**src/rtl/opll_seq_pkg.sv**
```systemverilog
// Shared types and constants for the OPLL host-write sequencer.
package opll_seq_pkg;

  typedef enum logic [1:0] {
    IDLE   = 2'd0,
    STROBE = 2'd1,
    WAIT   = 2'd2
  } seq_state_t;

  typedef struct packed {
    logic       a0;
    logic [7:0] d;
  } seq_entry_t;

  // YM2413 minimum idle time after an address / data write, in master clocks
  localparam int DEF_ADDR_WAIT = 12;
  localparam int DEF_DATA_WAIT = 84;

  function automatic int max3(input int a, input int b, input int c);
    int m;
    m = (a > b) ? a : b;
    return (m > c) ? m : c;
  endfunction

endpackage

```
**src/rtl/opll_seq_fifo.sv**
```systemverilog
// Synchronous FIFO: power-of-two depth, registered storage and pointers,
// occupancy counter. A push while full is accepted only when a pop
// frees the slot in the same cycle.
module opll_seq_fifo #(
  parameter int DEPTH = 4,
  parameter int WIDTH = 9,
  localparam int AW = (DEPTH > 1) ? $clog2(DEPTH) : 1,
  localparam int LW = $clog2(DEPTH + 1)
) (
  input  logic             clk,
  input  logic             rst_n,
  input  logic             i_push,
  input  logic [WIDTH-1:0] i_din,
  input  logic             i_pop,
  output logic [WIDTH-1:0] o_head,
  output logic             o_full,
  output logic             o_empty,
  output logic [LW-1:0]    o_level
);

  logic [WIDTH-1:0] r_mem [DEPTH];
  logic [AW-1:0]    r_wr_ptr;
  logic [AW-1:0]    r_rd_ptr;
  logic [LW-1:0]    r_level;
  logic             w_do_push;
  logic             w_do_pop;

  assign o_empty   = (r_level == '0);
  assign o_full    = (r_level == LW'(DEPTH));
  assign o_level   = r_level;
  assign o_head    = r_mem[r_rd_ptr];
  assign w_do_pop  = i_pop & ~o_empty;
  assign w_do_push = i_push & (~o_full | w_do_pop);

  // Storage write; contents need no reset since level gates every read
  always_ff @(posedge clk) begin
    if (w_do_push) r_mem[r_wr_ptr] <= i_din;
  end

  // Pointers and occupancy
  always_ff @(posedge clk or negedge rst_n) begin
    if (!rst_n) begin
      r_wr_ptr <= '0;
      r_rd_ptr <= '0;
      r_level  <= '0;
    end else begin
      if (w_do_push) r_wr_ptr <= r_wr_ptr + AW'(1);
      if (w_do_pop)  r_rd_ptr <= r_rd_ptr + AW'(1);
      case ({w_do_push, w_do_pop})
        2'b10:   r_level <= r_level + LW'(1);
        2'b01:   r_level <= r_level - LW'(1);
        default: r_level <= r_level;
      endcase
    end
  end

endmodule

```
**src/rtl/opll_bus_sequencer.sv**
```systemverilog
// Host-write sequencer for the OPLL core CPU port.
// Synchronises raw host strobes, queues writes and replays them with the
// YM2413 address/data wait times.
// Optional build macro: OPLL_SEQ_ADDR_CACHE_EN (skip repeated address writes).
//
// state  | meaning
// IDLE   | nothing in flight; pop the FIFO head when present
// STROBE | cs_n/wr_n held low, counter runs out the strobe width
// WAIT   | strobe released, counter runs out the chip's recovery time
module opll_bus_sequencer
  import opll_seq_pkg::*;
#(
  parameter int FIFO_DEPTH    = 4,
  parameter int STROBE_CYCLES = 2,
  parameter int ADDR_WAIT     = DEF_ADDR_WAIT,
  parameter int DATA_WAIT     = DEF_DATA_WAIT
) (
  input  logic                            clk,
  input  logic                            rst_n,
  input  logic                            i_host_wr,
  input  logic                            i_host_a0,
  input  logic [7:0]                      i_host_d,
  input  logic                            i_ovf_clr,
  output logic                            o_opll_cs_n,
  output logic                            o_opll_wr_n,
  output logic                            o_opll_a0,
  output logic [7:0]                      o_opll_d,
  output logic                            o_busy,
  output logic                            o_full,
  output logic                            o_overflow,
  output logic [$clog2(FIFO_DEPTH+1)-1:0] o_level
);

  localparam int CW = $clog2(max3(STROBE_CYCLES, ADDR_WAIT, DATA_WAIT) + 1);
  localparam int LW = $clog2(FIFO_DEPTH + 1);
  localparam logic [CW-1:0] C_STROBE = CW'(STROBE_CYCLES - 1);
  localparam logic [CW-1:0] C_ADDR   = CW'(ADDR_WAIT - 1);
  localparam logic [CW-1:0] C_DATA   = CW'(DATA_WAIT - 1);

  logic          r_sync1_wr, r_sync2_wr, r_prev_wr;
  logic          r_sync1_a0, r_sync2_a0;
  logic [7:0]    r_sync1_d,  r_sync2_d;
  logic          w_push;
  logic          w_pop;
  logic          w_full;
  logic          w_empty;
  logic [LW-1:0] w_level;
  seq_entry_t    w_push_entry;
  seq_entry_t    w_head;

  seq_state_t    r_state, w_state_nxt;
  logic [CW-1:0] r_cnt, w_cnt_nxt;
  logic          r_strobe_n, w_strobe_n_nxt;
  logic          r_a0, w_a0_nxt;
  logic [7:0]    r_d, w_d_nxt;
  logic          w_start;
  logic          w_skip;
  logic          w_issue;
  logic          r_overflow;
  logic          w_ovf_evt;

  // Two-flop synchroniser on all host pins plus edge-detect flop on the strobe
  always_ff @(posedge clk or negedge rst_n) begin
    if (!rst_n) begin
      r_sync1_wr <= 1'b0;
      r_sync2_wr <= 1'b0;
      r_prev_wr  <= 1'b0;
      r_sync1_a0 <= 1'b0;
      r_sync2_a0 <= 1'b0;
      r_sync1_d  <= '0;
      r_sync2_d  <= '0;
    end else begin
      r_sync1_wr <= i_host_wr;
      r_sync2_wr <= r_sync1_wr;
      r_prev_wr  <= r_sync2_wr;
      r_sync1_a0 <= i_host_a0;
      r_sync2_a0 <= r_sync1_a0;
      r_sync1_d  <= i_host_d;
      r_sync2_d  <= r_sync1_d;
    end
  end

  assign w_push          = r_sync2_wr & ~r_prev_wr;
  assign w_push_entry.a0 = r_sync2_a0;
  assign w_push_entry.d  = r_sync2_d;

  opll_seq_fifo #(
    .DEPTH (FIFO_DEPTH),
    .WIDTH ($bits(seq_entry_t))
  ) u_fifo (
    .clk     (clk),
    .rst_n   (rst_n),
    .i_push  (w_push),
    .i_din   (w_push_entry),
    .i_pop   (w_pop),
    .o_head  (w_head),
    .o_full  (w_full),
    .o_empty (w_empty),
    .o_level (w_level)
  );

`ifdef OPLL_SEQ_ADDR_CACHE_EN
  logic       r_cache_valid;
  logic [7:0] r_cache_addr;

  assign w_skip = ~w_head.a0 & r_cache_valid & (r_cache_addr == w_head.d);

  // Remember the last address actually issued to the core
  always_ff @(posedge clk or negedge rst_n) begin
    if (!rst_n) begin
      r_cache_valid <= 1'b0;
      r_cache_addr  <= '0;
    end else if (w_issue && !w_head.a0) begin
      r_cache_valid <= 1'b1;
      r_cache_addr  <= w_head.d;
    end
  end
`else
  assign w_skip = 1'b0;
`endif

  // Sequencer state, counter and core-port output registers
  always_ff @(posedge clk or negedge rst_n) begin
    if (!rst_n) begin
      r_state    <= IDLE;
      r_cnt      <= '0;
      r_strobe_n <= 1'b1;
      r_a0       <= 1'b0;
      r_d        <= '0;
    end else begin
      r_state    <= w_state_nxt;
      r_cnt      <= w_cnt_nxt;
      r_strobe_n <= w_strobe_n_nxt;
      r_a0       <= w_a0_nxt;
      r_d        <= w_d_nxt;
    end
  end

  // Next-state logic; a pop from IDLE or the end of WAIT shares one path
  always_comb begin
    w_state_nxt    = r_state;
    w_cnt_nxt      = r_cnt;
    w_strobe_n_nxt = r_strobe_n;
    w_a0_nxt       = r_a0;
    w_d_nxt        = r_d;
    w_start        = 1'b0;
    w_pop          = 1'b0;
    w_issue        = 1'b0;
    case (r_state)
      IDLE: begin
        w_start = ~w_empty;
      end
      STROBE: begin
        if (r_cnt != '0) begin
          w_cnt_nxt = r_cnt - CW'(1);
        end else begin
          w_strobe_n_nxt = 1'b1;
          w_cnt_nxt      = r_a0 ? C_DATA : C_ADDR;
          w_state_nxt    = WAIT;
        end
      end
      WAIT: begin
        if (r_cnt != '0) begin
          w_cnt_nxt = r_cnt - CW'(1);
        end else begin
          w_state_nxt = IDLE;
          w_start     = ~w_empty;
        end
      end
      default: w_state_nxt = IDLE;
    endcase
    if (w_start) begin
      w_pop = 1'b1;
      if (w_skip) begin
        // cached address: drop it and look at the next entry next cycle
        w_state_nxt = IDLE;
      end else begin
        w_issue        = 1'b1;
        w_state_nxt    = STROBE;
        w_strobe_n_nxt = 1'b0;
        w_a0_nxt       = w_head.a0;
        w_d_nxt        = w_head.d;
        w_cnt_nxt      = C_STROBE;
      end
    end
  end

  assign w_ovf_evt = w_push & w_full & ~w_pop;

  // Sticky overflow; a new drop wins over a simultaneous clear
  always_ff @(posedge clk or negedge rst_n) begin
    if (!rst_n)          r_overflow <= 1'b0;
    else if (w_ovf_evt)  r_overflow <= 1'b1;
    else if (i_ovf_clr)  r_overflow <= 1'b0;
  end

  assign o_opll_cs_n = r_strobe_n;
  assign o_opll_wr_n = r_strobe_n;
  assign o_opll_a0   = r_a0;
  assign o_opll_d    = r_d;
  assign o_busy      = (r_state != IDLE) | ~w_empty;
  assign o_full      = w_full;
  assign o_overflow  = r_overflow;
  assign o_level     = w_level;

endmodule

```
**config.mk**
```make
export PLATFORM = sky130hd
export DESIGN_NAME = opll_bus_sequencer
export DESIGN_NICKNAME = d
export VERILOG_FILES = /design/src/rtl/opll_seq_pkg.sv /design/src/rtl/opll_seq_fifo.sv /design/src/rtl/opll_bus_sequencer.sv
export SDC_FILE = /design/constraint.sdc
export NUM_CORES = 1
export LEC_CHECK = 0
export ABC_AREA = 0
export CAP_MARGIN = 30
export CORE_MARGIN = 4
export CORE_UTILIZATION = 60
export DETAILED_ROUTE_END_ITERATION = 10
export GPL_TIMING_DRIVEN = 1
export MAX_ROUTING_LAYER = met4
export PLACE_DENSITY = 0.83
export SYNTH_ARGS = -nofsm -noshare
export SYNTH_HDL_FRONTEND = slang
export SYNTH_SLANG_ARGS = --single-unit
```
**constraint.sdc**
```tcl
create_clock -name clk -period 5.35 [get_ports clk]
set_input_delay 1.605 -clock clk [delete_from_list [all_inputs] [get_ports clk]]
set_output_delay 1.605 -clock clk [all_outputs]
set_load 0.05 [all_outputs]
```
==> results.sh <==
export IMPL_cts_sinks=84
export IMPL_hp_class="reg -> reg"
export IMPL_drc=0
export IMPL_final_hold_viol_count=0
export IMPL_drtAntennaViolNets=0
export IMPL_h_tree_depth=3
export IMPL_grt_max_degree=27
export IMPL_fin_crit_ns=3.81
export IMPL_start_util=0.617
export IMPL_syn_area_per_cell_um2=16.1
export IMPL_synth_flop_cell="dfrtp_1"
export IMPL_ys_ff_latch=84
export IMPL_cp_required_ns=3.74
export IMPL_fmax_mhz=262
export IMPL_core_region_area_um2=5470
export IMPL_ff2ff_setup_slack_ns=2.42
export IMPL_crit_type="reg -> out"
export IMPL_core_rowCount=27
export IMPL_synth_edf_count=36
export IMPL_clkSlewWorstSetupHoldPaths_ns=0.08
export IMPL_status="finished, final reports clean"
export IMPL_cellPowerDensity_nw_per_um2=565
export IMPL_drive_above_1_share=0.190
export IMPL_tns_ns=0
export IMPL_relSlewSlack=0.568
export IMPL_wl_per_cell_um=16.3
export IMPL_cp_arrival_ns=2.21
export IMPL_die_x_um=83.0
export IMPL_grt_pass1_vias=1781
export IMPL_syn_inst=210
export IMPL_yosysTopAreaCell="dfrtp_1"
export IMPL_gr_total_overflow=0
export IMPL_ys_seq_area_frac=0.676
export IMPL_cts_tree="yes"
export IMPL_cts_resized=0
export IMPL_max_cap_viol_count=0
export IMPL_antenna_found_initial=0
export IMPL_layout_cells_non_filler=320
export IMPL_hpwl_um=3650
export IMPL_place_congestion=0.892
export IMPL_finalClockSkew_ns=0.00833
export IMPL_fin_nets=263
export IMPL_vias_per_cell=5.60
export IMPL_final_util=0.713
export IMPL_hold_buffers=0
export IMPL_timing_hold_ws_ns=0.351
export IMPL_layout_common_cells="dfrtp_1 (47), edfxtp_1 (36), clkdlybuf4s50_1 (28), inv_1 (11)"
export IMPL_synthArstFlopShare=0.571
export IMPL_startpoint_type="register"
export IMPL_dr_first_iter_drc_count=130
export IMPL_synth_cell_types=51
export IMPL_synth_area_um2=3380
export IMPL_die_area_um2=6890
export IMPL_syn_to_final_growth_pct=15.6
export IMPL_period_share=0.713
export IMPL_place_area_um2=3730
export IMPL_cts_root_buf="clkbuf_8"
export IMPL_syn_nets=230
export IMPL_ys_warn_count=0
export IMPL_vdd_drop_max_mv=0.312
export IMPL_clk_path_buf_depth=2
export IMPL_insertedDiodeCount=0
export IMPL_final_area_um2=3900
export IMPL_setup_viol=0
export IMPL_drv_slew=0
export IMPL_numCtsBuffers=9
export IMPL_max_slew_worst_pin_slew_ns=0.647
export IMPL_wirelength_um=5210
export IMPL_synth_top_area_share=0.348
export IMPL_io_pins=30
export IMPL_end_kind="primary output"
export IMPL_cellLeakagePower_nw=1.52
export IMPL_rsz0062_at_grt="false"
export IMPL_postCtsSetupBuffers=0
export IMPL_grt_pass1_wl_um=9250
export IMPL_firstDrtPassIters=4
export IMPL_num_vias=1792
export IMPL_crit_path_max_fanout=9
export IMPL_track_usage=0.178
export IMPL_dieHeight_um=83.0
export IMPL_ys_top_cells_by_area="dfrtp_1 (35%), edfxtp_1 (32%), mux4_2 (6.0%)"
export IMPL_dp_cells=304
export IMPL_port_buffers=29
export IMPL_final_common_cell="dfrtp_1"
export IMPL_worstSkewPairLatency_ns=0.34
logic make-up (layout without fill, tap and decap cells):
family / Yosys count / after routing / share of synthesized area
flops: 84 / 84 / 0.676
simple gates: 42 / 42 / 0.0786
compound gates: 30 / 30 / 0.0674
mux: 19 / 19 / 0.101
buf+inv: 19 / 57 / 0.0252
xor+xnor: 9 / 9 / 0.0233
fa+ha+maj: 7 / 7 / 0.0282
sequential cells by signal, summed over array words and instances, names as in the netlist, 2 cells and up:
register / flops
r_sync2_d: 8
u_fifo.r_rd_ptr: 2
r_state: 2
r_sync1_d: 8
u_fifo.r_wr_ptr: 2
o_opll_d: 8
u_fifo.r_mem: 36
u_fifo.o_level: 3
r_cnt: 7
final timing paths:
kind                              startpoint                 to  depth (start not counted)
hold reg to reg                   r_sync1_a0         r_sync2_a0                          0
setup reg to reg                    r_cnt[0]  u_fifo.o_level[2]                         12
max in group asynchronous              rst_n       r_sync1_d[5]                          2
min in group asynchronous              rst_n        o_opll_d[7]                          1
hold / removal                    r_sync1_a0         r_sync2_a0                          0
setup / recovery           u_fifo.o_level[1]             o_busy                          3
power breakdown:
part,internal (W),switching (W)
clock network,0.000170,0.000223
registers,0.000814,0.000167
logic,0.000374,0.000455
layer usage:
| layer | up-vias | global-route usage | share of wire |
|---|---|---|---|
| li1 | 840 | - | - |
| met4 | 0 | 0.0758 | 0.015 |
| met3 | 6 | 0.0327 | 0.037 |
| met5 | - | - | 0 |
| met1 | 910 | 0.240 | 0.45 |
| met2 | 36 | 0.270 | 0.50 |
Yosys cell counts (2+ instances only):
cell	number
a21oi_1	2
a22o_1	4
a22oi_1	2
a32o_1	2
and2_1	5
buf_1	2
buf_2	2
clkbuf_1	2
dfrtp_1	47
edfxtp_1	36
ha_1	6
inv_1	11
mux2_2	3
mux2_4	7
mux4_2	9
nand2_1	9
nor2_1	7
nor2b_1	2
nor3_1	5
o21ai_0	7
o22ai_1	2
o31ai_1	2
xnor2_1	4
xor2_1	5
metrics by stage:
step	setup WS [ns]	total power [W]
floorplan	2.23	0.00159
CTS	1.54	0.00222
finish	1.54	0.00220
global placement	1.98	0.00180
detailed placement	1.94	0.00183
global route	1.40	0.00234
layout make-up:
class                   instances  area [um2]
inverters                      11        41.3
fillers                       361        1570
flip-flops and latches         84        2280
clock buffers                   9         124
multi-input cells             107        1010
well taps                      72        90.1
repair buffers                 30         305
clock inverters                 7        50.0
worst max-delay path, cell delays in order (launching register included):
cell and delay (ns):
dfrtp_1 0.46, nor3_2 0.53, nand2_1 0.15, clkdlybuf4s50_1 0.73
No activity file was read; power rests on OpenSTA's default activity.
